### src/rtl/cavlc_sync_fifo.sv
// Single-clock FIFO between the coefficient scan stage and the CAVLC encoder core.
// Registered read port with valid strobe, synchronous flush and sticky error flags.
module cavlc_sync_fifo #(
    parameter int DATA_W   = 16,
    parameter int ADDR_W   = 3,
    parameter int AF_LEVEL = 6,
    parameter int AE_LEVEL = 2
) (
    input  logic              Clk,
    input  logic              nReset,
    input  logic              Flush,
    input  logic              WrEn,
    input  logic [DATA_W-1:0] DataIn,
    input  logic              RdEn,
    input  logic              ClrErr,
    output logic [DATA_W-1:0] DataOut,
    output logic              RdValid,
    output logic [ADDR_W:0]   Count,
    output logic              Full,
    output logic              Empty,
    output logic              AlmostFull,
    output logic              AlmostEmpty,
    output logic              Overflow,
    output logic              Underflow
);

    localparam int              DEPTH   = 1 << ADDR_W;
    localparam logic [ADDR_W:0] DEPTH_C = (ADDR_W + 1)'(DEPTH);
    localparam logic [ADDR_W:0] AF_C    = (ADDR_W + 1)'(AF_LEVEL);
    localparam logic [ADDR_W:0] AE_C    = (ADDR_W + 1)'(AE_LEVEL);

    logic [DATA_W-1:0] mem [DEPTH];
    logic [ADDR_W-1:0] wr_ptr;
    logic [ADDR_W-1:0] rd_ptr;
    logic [ADDR_W:0]   count;
    logic [DATA_W-1:0] data_p1;
    logic              vld_p1;
    logic              wr_ok;
    logic              rd_ok;
    logic              ovf_set;
    logic              unf_set;

    // Flush masks both requests so a flushing cycle neither moves data nor raises errors.
    assign wr_ok   = WrEn & ~Full  & ~Flush;
    assign rd_ok   = RdEn & ~Empty & ~Flush;
    assign ovf_set = WrEn & Full  & ~Flush;
    assign unf_set = RdEn & Empty & ~Flush;

    always_ff @(posedge Clk or negedge nReset) begin
        if (!nReset) begin
            wr_ptr <= '0;
            rd_ptr <= '0;
            count  <= '0;
        end else if (Flush) begin
            wr_ptr <= '0;
            rd_ptr <= '0;
            count  <= '0;
        end else begin
            if (wr_ok) wr_ptr <= wr_ptr + 1'b1;
            if (rd_ok) rd_ptr <= rd_ptr + 1'b1;
            case ({wr_ok, rd_ok})
                2'b10:   count <= count + 1'b1;
                2'b01:   count <= count - 1'b1;
                default: count <= count;
            endcase
        end
    end

    // Storage is deliberately left unreset; only entries already written are ever read.
    always_ff @(posedge Clk) begin
        if (wr_ok) mem[wr_ptr] <= DataIn;
    end

    // Read stage: one-cycle latency from an accepted read to DataOut/RdValid.
    always_ff @(posedge Clk or negedge nReset) begin
        if (!nReset) begin
            data_p1 <= '0;
            vld_p1  <= 1'b0;
        end else begin
            vld_p1 <= rd_ok;
            if (rd_ok) data_p1 <= mem[rd_ptr];
        end
    end

    // A new error in the same cycle as ClrErr takes priority.
    always_ff @(posedge Clk or negedge nReset) begin
        if (!nReset) begin
            Overflow  <= 1'b0;
            Underflow <= 1'b0;
        end else begin
            if (ovf_set)     Overflow <= 1'b1;
            else if (ClrErr) Overflow <= 1'b0;
            if (unf_set)     Underflow <= 1'b1;
            else if (ClrErr) Underflow <= 1'b0;
        end
    end

    assign DataOut     = data_p1;
    assign RdValid     = vld_p1;
    assign Count       = count;
    assign Full        = (count == DEPTH_C);
    assign Empty       = (count == '0);
    assign AlmostFull  = (count >= AF_C);
    assign AlmostEmpty = (count <= AE_C);

endmodule

### config.mk
export PLATFORM = sky130hd
export DESIGN_NAME = cavlc_sync_fifo
export DESIGN_NICKNAME = d
export VERILOG_FILES = /design/src/rtl/cavlc_sync_fifo.sv
export SDC_FILE = /design/constraint.sdc
export NUM_CORES = 1
export LEC_CHECK = 0
export CORE_MARGIN = 5
export CORE_UTILIZATION = 58
export DETAILED_ROUTE_END_ITERATION = 10
export MAX_ROUTING_LAYER = met4
export PLACE_DENSITY = 0.81
export SLEW_MARGIN = 15
export SYNTH_ARGS = -nofsm -noshare
export SYNTH_HDL_FRONTEND = slang
export SYNTH_SLANG_ARGS = --single-unit
### constraint.sdc
create_clock -name Clk -period 3.9 [get_ports Clk]
set_input_delay 0.39 -clock Clk [delete_from_list [all_inputs] [get_ports Clk]]
set_output_delay 0.39 -clock Clk [all_outputs]
set_load 0.05 [all_outputs]
==> results.md <==
Placement:
- The congestion estimate from routability-driven global placement came to 0.899.
- Detailed placement finished with a half-perimeter wire length of around 6.9 mm.
- OpenSTA, run right after detailed placement, puts the worst setup slack at 1070 ps.
- The count of input and output buffers is 48.

Layout:
- The multi-input combinational cells in the finished layout cover a total of approximately 1600 um^2.
- From synthesis to final layout, the design area changed by 21.4%.
- After filler insertion, the fill cell instance count of the layout stands at 624.
- Of the cells placed in the final design, the portion with a size suffix greater than 1 is between 20 and 25%.
- The antenna diode instance count is 0.
- Registers take 4570 um^2.
- The net count of the finished layout is roughly 430.

CTS:
- The root cell of the clock tree is sky130_fd_sc_hd__clkbuf_8.
- The number of clock sinks is around 160.
- The worst-skew pair later-pin latency is approximately 520 ps.
- The number of cells upsized or downsized after cts is 0.
- The clock-pin slew reported for the worst setup and hold paths after clock tree synthesis is approximately 70 ps.
- The number of buffers added by the clock tree synthesis step is 17.
- The largest buffer count on any clock path is 2.
- The H-tree was split into 4 levels.
- TritonCTS built the clock tree.

GRT:
- The pin count of the biggest net entering global routing is 35.
- The number of antenna violations at the first check in global routing is 0.
- Global routing consumed, over all layers together, between 20% and 30% of the routing resources.
- The first-pass GRT wire length is 19.8 mm.
- The leftover overflow at the end of global routing is 0.
- The via count of the first global-routing pass came to 3421.

Logic synthesis:
- The Yosys step of the flow raised 0 warnings.
- The synthesized-area fraction occupied by adder cells is less than 1%.
- The net count after synthesis is between 300 and 400.
- The complex-gate fraction of the synthesized area is roughly 3.9%.
- Among all flip-flop cells after synthesis, the most frequent one is sky130_fd_sc_hd__edfxtp_1.
- The sequential share of the synthesized area is 73.2%.
- After Yosys synthesis, and, or, nand and nor cells account for between 4 and 5% of the synthesized area.
- The combinational family with the most area after synthesis is multiplexers.
- The netlist area before placement is around 6200 um^2.
- Yosys mapped a number of flops with a built-in enable equal to 128.
- In this run, synthesis produced a sequential element count of between 150 and 200.
- The xor/xnor share of the synthesized area is less than 1%.
- In the synthesized netlist, the number of instances is roughly 340.
- The mean area per synthesized cell is between 15 and 20 um^2.
- The fraction of synthesis flops using an asynchronous set or reset pin is between 10% and 20%.
- In the synthesized netlist, mux cells make up 14.3% of the area.
- The count of unique library cells instantiated by Yosys is 43.

STA:
- The worst path uses roughly 82% of the clock period.
- Static timing analysis puts the maximum clock frequency at 0.312 GHz.
- The final-report max-slew violation count is 0.
- The worst setup margin is 690 ps.
- Setup repair after global routing left no endpoint under its margin.
- The clock skew after layout is between 10 and 15 ps.
- The worst path in the final design needs a cycle of 3210 ps, including I/O delays and setup.
- The count of final setup violators is 0.
- For the pin with the worst max-slew slack, the measured transition is roughly 1200 ps.
- The final hold violation count is 0.
- The total negative slack is 0 ps.
- In this run the tightest slew margin relative to its limit is a little under a quarter.

Route:
- After detailed routing, the number of vias per cell comes to 5.90.
- The detailed router finished its first iteration with 241 violations.
- The first detailed-routing pass took 5 iterations.
- The total via count in the routed design is roughly 3200.
- The remaining antenna violation count after routing is 0.
- The length of routed wiring on met1 is about 5.1 mm.
- The routed design uses between 600 and 700 um of met3 wire.
- Detailed routing placed a total of 6.18 mm of wire on met2.
- Signal routing reaches up to met4.
- The final wirelength is between 10 and 15 mm.
- The wire length per cell is around 22 um.
- In the routed design, unresolved DRC markers number 0.

Power:
- Across the VDD grid, the largest voltage drop is 0.363 mV.
- The analysis attributes to net switching a power of about 1500 uW.
- The clock network fraction of total power is between 30% and 40%.
- Power spread over the standard cell area amounts to 664 nW/um^2.
- Net switching is 29.4% of the power.
- Of the total power, registers draw a little over two fifths.
- Cell internal power was estimated by the tool at 3560 uW.
- In this run, the combinational gates consume 22.7% of the power.
- The leakage power is approximately 0.0025 uW.

Setup path:
- The endpoint of the worst-slack reg-to-reg timing path is Count[3].
- The number of cells on the worst reg-to-reg path is 8.
- The worst setup path is launched from a flip-flop.
- The worst register-to-register path begins at Count[1].
- The nature of the critical path endpoint is an output pin.
- Data arrives at the worst endpoint at about 2800 ps.
- The kind of critical path is reg2out.
- At the worst endpoint, the required time is approximately 3500 ps.
- The reg2reg setup slack is 1230 ps.
- Of all nets on the critical path, the largest fanout is 10.

Die:
- The core box area is roughly 10000 um^2.
- For this configuration, the core starts out at a cell density of about three fifths.
- The initialized floorplan defines 37 standard-cell rows.
- The floorplan die area is roughly 13000 um^2.
- The die is approximately 110 um tall.
- The die outline width is about 110 um.
- The number of top-level pins is between 40 and 50.

Min path:
- The worst min-delay path class is in2async.

Job:
- The count of maximum capacitance violations is 0.

Run status:
- The run finished with clean final reports.
routing by layer:
layer,global-route usage [%],up-vias
met1,29.4,1660
met2,32.9,109
li1,-,1461
met5,-,-
met4,6.17,0
met3,4.03,16
Yosys cell counts (2+ instances only):
library cell,count,area (um^2)
sky130_fd_sc_hd__edfxtp_1,128,3840
sky130_fd_sc_hd__mux4_2,32,721
sky130_fd_sc_hd__dfrtp_1,29,726
sky130_fd_sc_hd__nor2_1,23,86.3
sky130_fd_sc_hd__a21oi_1,21,105
sky130_fd_sc_hd__mux2i_1,17,170
sky130_fd_sc_hd__buf_2,8,40.0
sky130_fd_sc_hd__nand2_1,8,30.0
sky130_fd_sc_hd__nor3_1,7,35.0
sky130_fd_sc_hd__clkbuf_1,6,22.5
sky130_fd_sc_hd__nand3_1,6,30.0
sky130_fd_sc_hd__ha_1,4,50.1
sky130_fd_sc_hd__nand2b_1,4,25.0
sky130_fd_sc_hd__xor2_1,4,35.0
sky130_fd_sc_hd__buf_6,3,33.8
sky130_fd_sc_hd__inv_1,3,11.3
sky130_fd_sc_hd__o211ai_1,3,22.5
sky130_fd_sc_hd__a211oi_1,2,15.0
sky130_fd_sc_hd__buf_1,2,7.51
sky130_fd_sc_hd__nor3b_1,2,15.0
sky130_fd_sc_hd__o22ai_1,2,12.5
sky130_fd_sc_hd__or3_1,2,12.5
sky130_fd_sc_hd__xnor2_1,2,17.5
worst max-delay path by stage:
stage,startpoint,endpoint,slack [ps]
after floorplan,Count[0],mem[0][0],720
after global placement,Flush,Count[3],1180
after global routing,Count[1],Empty,590
after CTS,Count[1],Empty,670
final,Count[1],Empty,690
after detailed placement,Flush,Count[3],1070
timing repair:
| action | CTS | global route |
|---|---|---|
| buffers inserted | 0 | 0 |
| endpoints found under the hold margin | 0 | 21 |
| hold buffers | 0 | 1 |
critical path, cell delays in order, from the launching register on:
cell	delay [ps]
sky130_fd_sc_hd__dfrtp_1	500
sky130_fd_sc_hd__or4_1	800
sky130_fd_sc_hd__inv_2	180
sky130_fd_sc_hd__clkdlybuf4s50_1	820
power groups by stage:
stage	combinational (uW)	sequential, uW	clock (uW)
final	1140	2090	1800
after global routing	1210	2120	1900
after CTS	1150	2100	1820
after detailed placement	1140	2130	0
after global placement	1120	2120	0
after floorplan	534	2380	0
layout by cell type (no fill, tap or decap), types with 5 or more instances in the layout:
master	Yosys	layout
sky130_fd_sc_hd__nor2_1	23	23
sky130_fd_sc_hd__bufinv_16	0	5
sky130_fd_sc_hd__a21oi_1	21	21
sky130_fd_sc_hd__edfxtp_1	128	128
sky130_fd_sc_hd__nand3_1	6	6
sky130_fd_sc_hd__mux2i_1	17	17
sky130_fd_sc_hd__buf_4	0	14
sky130_fd_sc_hd__mux4_2	32	32
sky130_fd_sc_hd__dfrtp_1	29	27
sky130_fd_sc_hd__clkbuf_16	0	16
sky130_fd_sc_hd__clkdlybuf4s50_1	0	47
sky130_fd_sc_hd__nand2_1	8	8
registers in the layout, indices dropped and copies added, names as in the netlist:
| register | count |
|---|---|
| Overflow | 1 |
| wr_ptr | 3 |
| DataOut | 16 |
| mem | 128 |
| RdValid | 1 |
| Count | 4 |
| rd_ptr | 3 |
| Underflow | 1 |
final cells by class:
cell class,count,area share (%)
clock inverter,12,2.74
timing repair buffer,63,7.79
sequential,157,60.3
inverter,6,0.396
clock buffer,20,5.87
tap,136,2.24
multi-input combinational,156,20.7
through the flow:
stage | power, uW | hold WS [ps] | cell area (um^2) | instances | utilization [%]
floorplan | 2910 | 94.4 | 6240 | 338 | -
global placement | 3240 | 505 | 6930 | 517 | 66.5
detailed placement | 3270 | 517 | 6930 | 517 | 66.5
CTS | 5070 | 462 | 7580 | 549 | 72.8
global route | 5240 | 424 | 7580 | 550 | 72.8
finish | 5030 | 377 | 7580 | 550 | 72.8
logic make-up (layout without fill, tap and decap cells):
family,Yosys count,after routing
simple gates,59,59
flops,157,157
fa+ha+maj,5,5
mux,49,49
buf+inv,25,101
compound gates,37,37
xor+xnor,6,6
(Power assumes the default switching activity.)
==> patch, RTL diff (config.mk and constraints unchanged) <==
Make the reset (`nReset`) synchronous in 3 clocked blocks.
--- a/src/rtl/cavlc_sync_fifo.sv
+++ b/src/rtl/cavlc_sync_fifo.sv
@@ -46,7 +46,7 @@
     assign ovf_set = WrEn & Full  & ~Flush;
     assign unf_set = RdEn & Empty & ~Flush;
 
-    always_ff @(posedge Clk or negedge nReset) begin
+    always_ff @(posedge Clk) begin
         if (!nReset) begin
             wr_ptr <= '0;
             rd_ptr <= '0;
@@ -72,7 +72,7 @@
     end
 
     // Read stage: one-cycle latency from an accepted read to DataOut/RdValid.
-    always_ff @(posedge Clk or negedge nReset) begin
+    always_ff @(posedge Clk) begin
         if (!nReset) begin
             data_p1 <= '0;
             vld_p1  <= 1'b0;
@@ -83,7 +83,7 @@
     end
 
     // A new error in the same cycle as ClrErr takes priority.
-    always_ff @(posedge Clk or negedge nReset) begin
+    always_ff @(posedge Clk) begin
         if (!nReset) begin
             Overflow  <= 1'b0;
             Underflow <= 1'b0;
Formal check against the unedited RTL: differs if nReset is asserted again (counterexample within 4 cycles, from zero or initial values and one cycle with nReset low); with nReset held inactive, the same outputs for 10 cycles.
==> patch against the original RTL <==
Worst setup slack better by 340 ps. Cell count decreased by 2.0%. Clock skew decreased by 2.3 ps. Count of clock-buffer cells in the layout up 4. Via count is 1.7% lower. Cell area down 3.9%. Wire length down 0.36%. Critical path type unchanged. Area after synthesis shrank 4.0%. Register-to-register slack worse by 30 ps. Sequential cell count did not move.
Power is not compared: it rests on default switching activity, and its combinational part moved more than twofold at a synthesized area within 25%.
==> patch: results (changes against the original RTL) <==
* Run status: complete, no violations (unchanged)
* GPL Wtd Cong at 0.802 (was 0.899)
* Register-to-Register Setup Slack at 1200 ps (was 1230 ps)
* DRC Markers at 0 (unchanged)
* Hold Path Class: flip-flop to flip-flop (was primary input to async pin)
* Placed insts at 507 (was 517)
* CP max-delay cell: clkdlybuf4s50_1 (unchanged)
* Met1 GRT Util at 0.269 (was 0.294)
* Share of cells above drive strength 1 at 0.216 (was 0.227)
* Pin count of the biggest net entering global routing at 26 (was 35)
* Fin cells at 539 (was 550)
* Top post-synthesis cells by count: edfxtp_1 (128), mux4_2 (32), dfxtp_1 (29), nor2_1 (27), o22ai_1 (16) (was edfxtp_1 (128), mux4_2 (32), dfrtp_1 (29), nor2_1 (23), a21oi_1 (21))
* Register area share after synthesis at 0.738 (was 0.732)
* Tot GR Track Use at 0.213 (about the same)
* Mapped Nets at 356 (was 364)
* Critical Path Max Stage Delay at 800 ps (was 820 ps)
* Synth Flop Type: edfxtp_1 (unchanged)
* Cell variety after synth at 38 (was 43)
* Initial DRC count at 335 (was 241)
* Worst clock skew at 7.82 ps (was 10.1 ps)
* Via Count at 3192 (was 3246)
* Final nets at 417 (was 427)
* Vias in the first global route at 3324 (was 3421)
* Critical path origin: Count[1]$_SDFFE_PP0P_ (was Count[1]$_DFFE_PN0P_)
* M2 GR Usage at 0.333 (was 0.329)
* R2R cell count at 9 (was 8)
* Worst-path clk slew at 70 ps (about the same)
* Reg2reg end: Count[2]$_SDFFE_PP0P_ (was Count[3]$_DFFE_PN0P_)
* Ys async rst share at 0 (was 0.185)
* Synth Area per Inst at 18.2 um2 (was 18.5 um2)
* First-pass GRT wire length at 19.0 mm (was 19.8 mm)
* Met3 usage at 0.0489 (was 0.0403)
* Final WL at 12.1 mm (about the same)
* Largest cells by area after synthesis: edfxtp_1 (64%), mux4_2 (12%), dfxtp_1 (9.7%) (was edfxtp_1 (62%), dfrtp_1 (12%), mux4_2 (12%))
* Crit path capture: Full (was Empty)
* Post-DP HPWL at 6.75 mm (was 6.92 mm)
* Slew of the pin with the lowest slew margin at 789 ps (was 1150 ps)
## patch: cell families after synthesis
| logic type | Yosys count | synth area share |
|---|---|---|
| flops | 157 | 0.738 |
| simple gates | 62 | 0.0551 |
| mux | 35 | 0.125 |
| compound gates | 42 | 0.0397 |
| xor+xnor | 7 | 0.0102 |
| fa+ha+maj | 5 | 0.0104 |
| buf+inv | 21 | 0.0209 |
## patch: through the flow
| stage | worst slack [ps] | hold slack (ps) | total power (W) | instance area (um2) |
|---|---|---|---|---|
| 2_1_floorplan | 747 | 489 | 0.00193 | 5990 |
| 3_3_place_gp | 978 | 484 | 0.00198 | 6650 |
| 3_5_place_dp | 908 | 492 | 0.00199 | 6650 |
| 4_1_cts | 1010 | 508 | 0.00368 | 7290 |
| 5_1_grt | 959 | 523 | 0.00376 | 7290 |
| 6_report | 1030 | 506 | 0.00366 | 7290 |
## patch: where the power goes
part,internal (W),switching (W)
logic,0.0000485,0.0000697
registers,0.00183,0.00000851
clock network,0.00106,0.000647
total,0.00293,0.000725
## patch: layout make-up
| type | count | area [um2] |
|---|---|---|
| fill | 615 | 2900 |
| sequential | 157 | 4430 |
| clock inverter | 8 | 87.6 |
| multi-input combinational | 151 | 1470 |
| tap | 136 | 170 |
| timing repair buffer | 60 | 571 |
| inverter | 3 | 11.3 |
| clock buffer | 24 | 556 |
## patch: worst min-delay path, cell delays in order (launching register included)
cell     delay [ps]
dfxtp_1         330
o21ai_1          70
nor2_1           70
## patch: metal layers
metal / vias up / wire, um / share of wire
li1: 1428 / - / -
met1: 1611 / 4700 / 0.39
met2: 136 / 6260 / 0.52
met3: 17 / 887 / 0.074
met4: 0 / 208 / 0.017
met5: - / 0 / 0
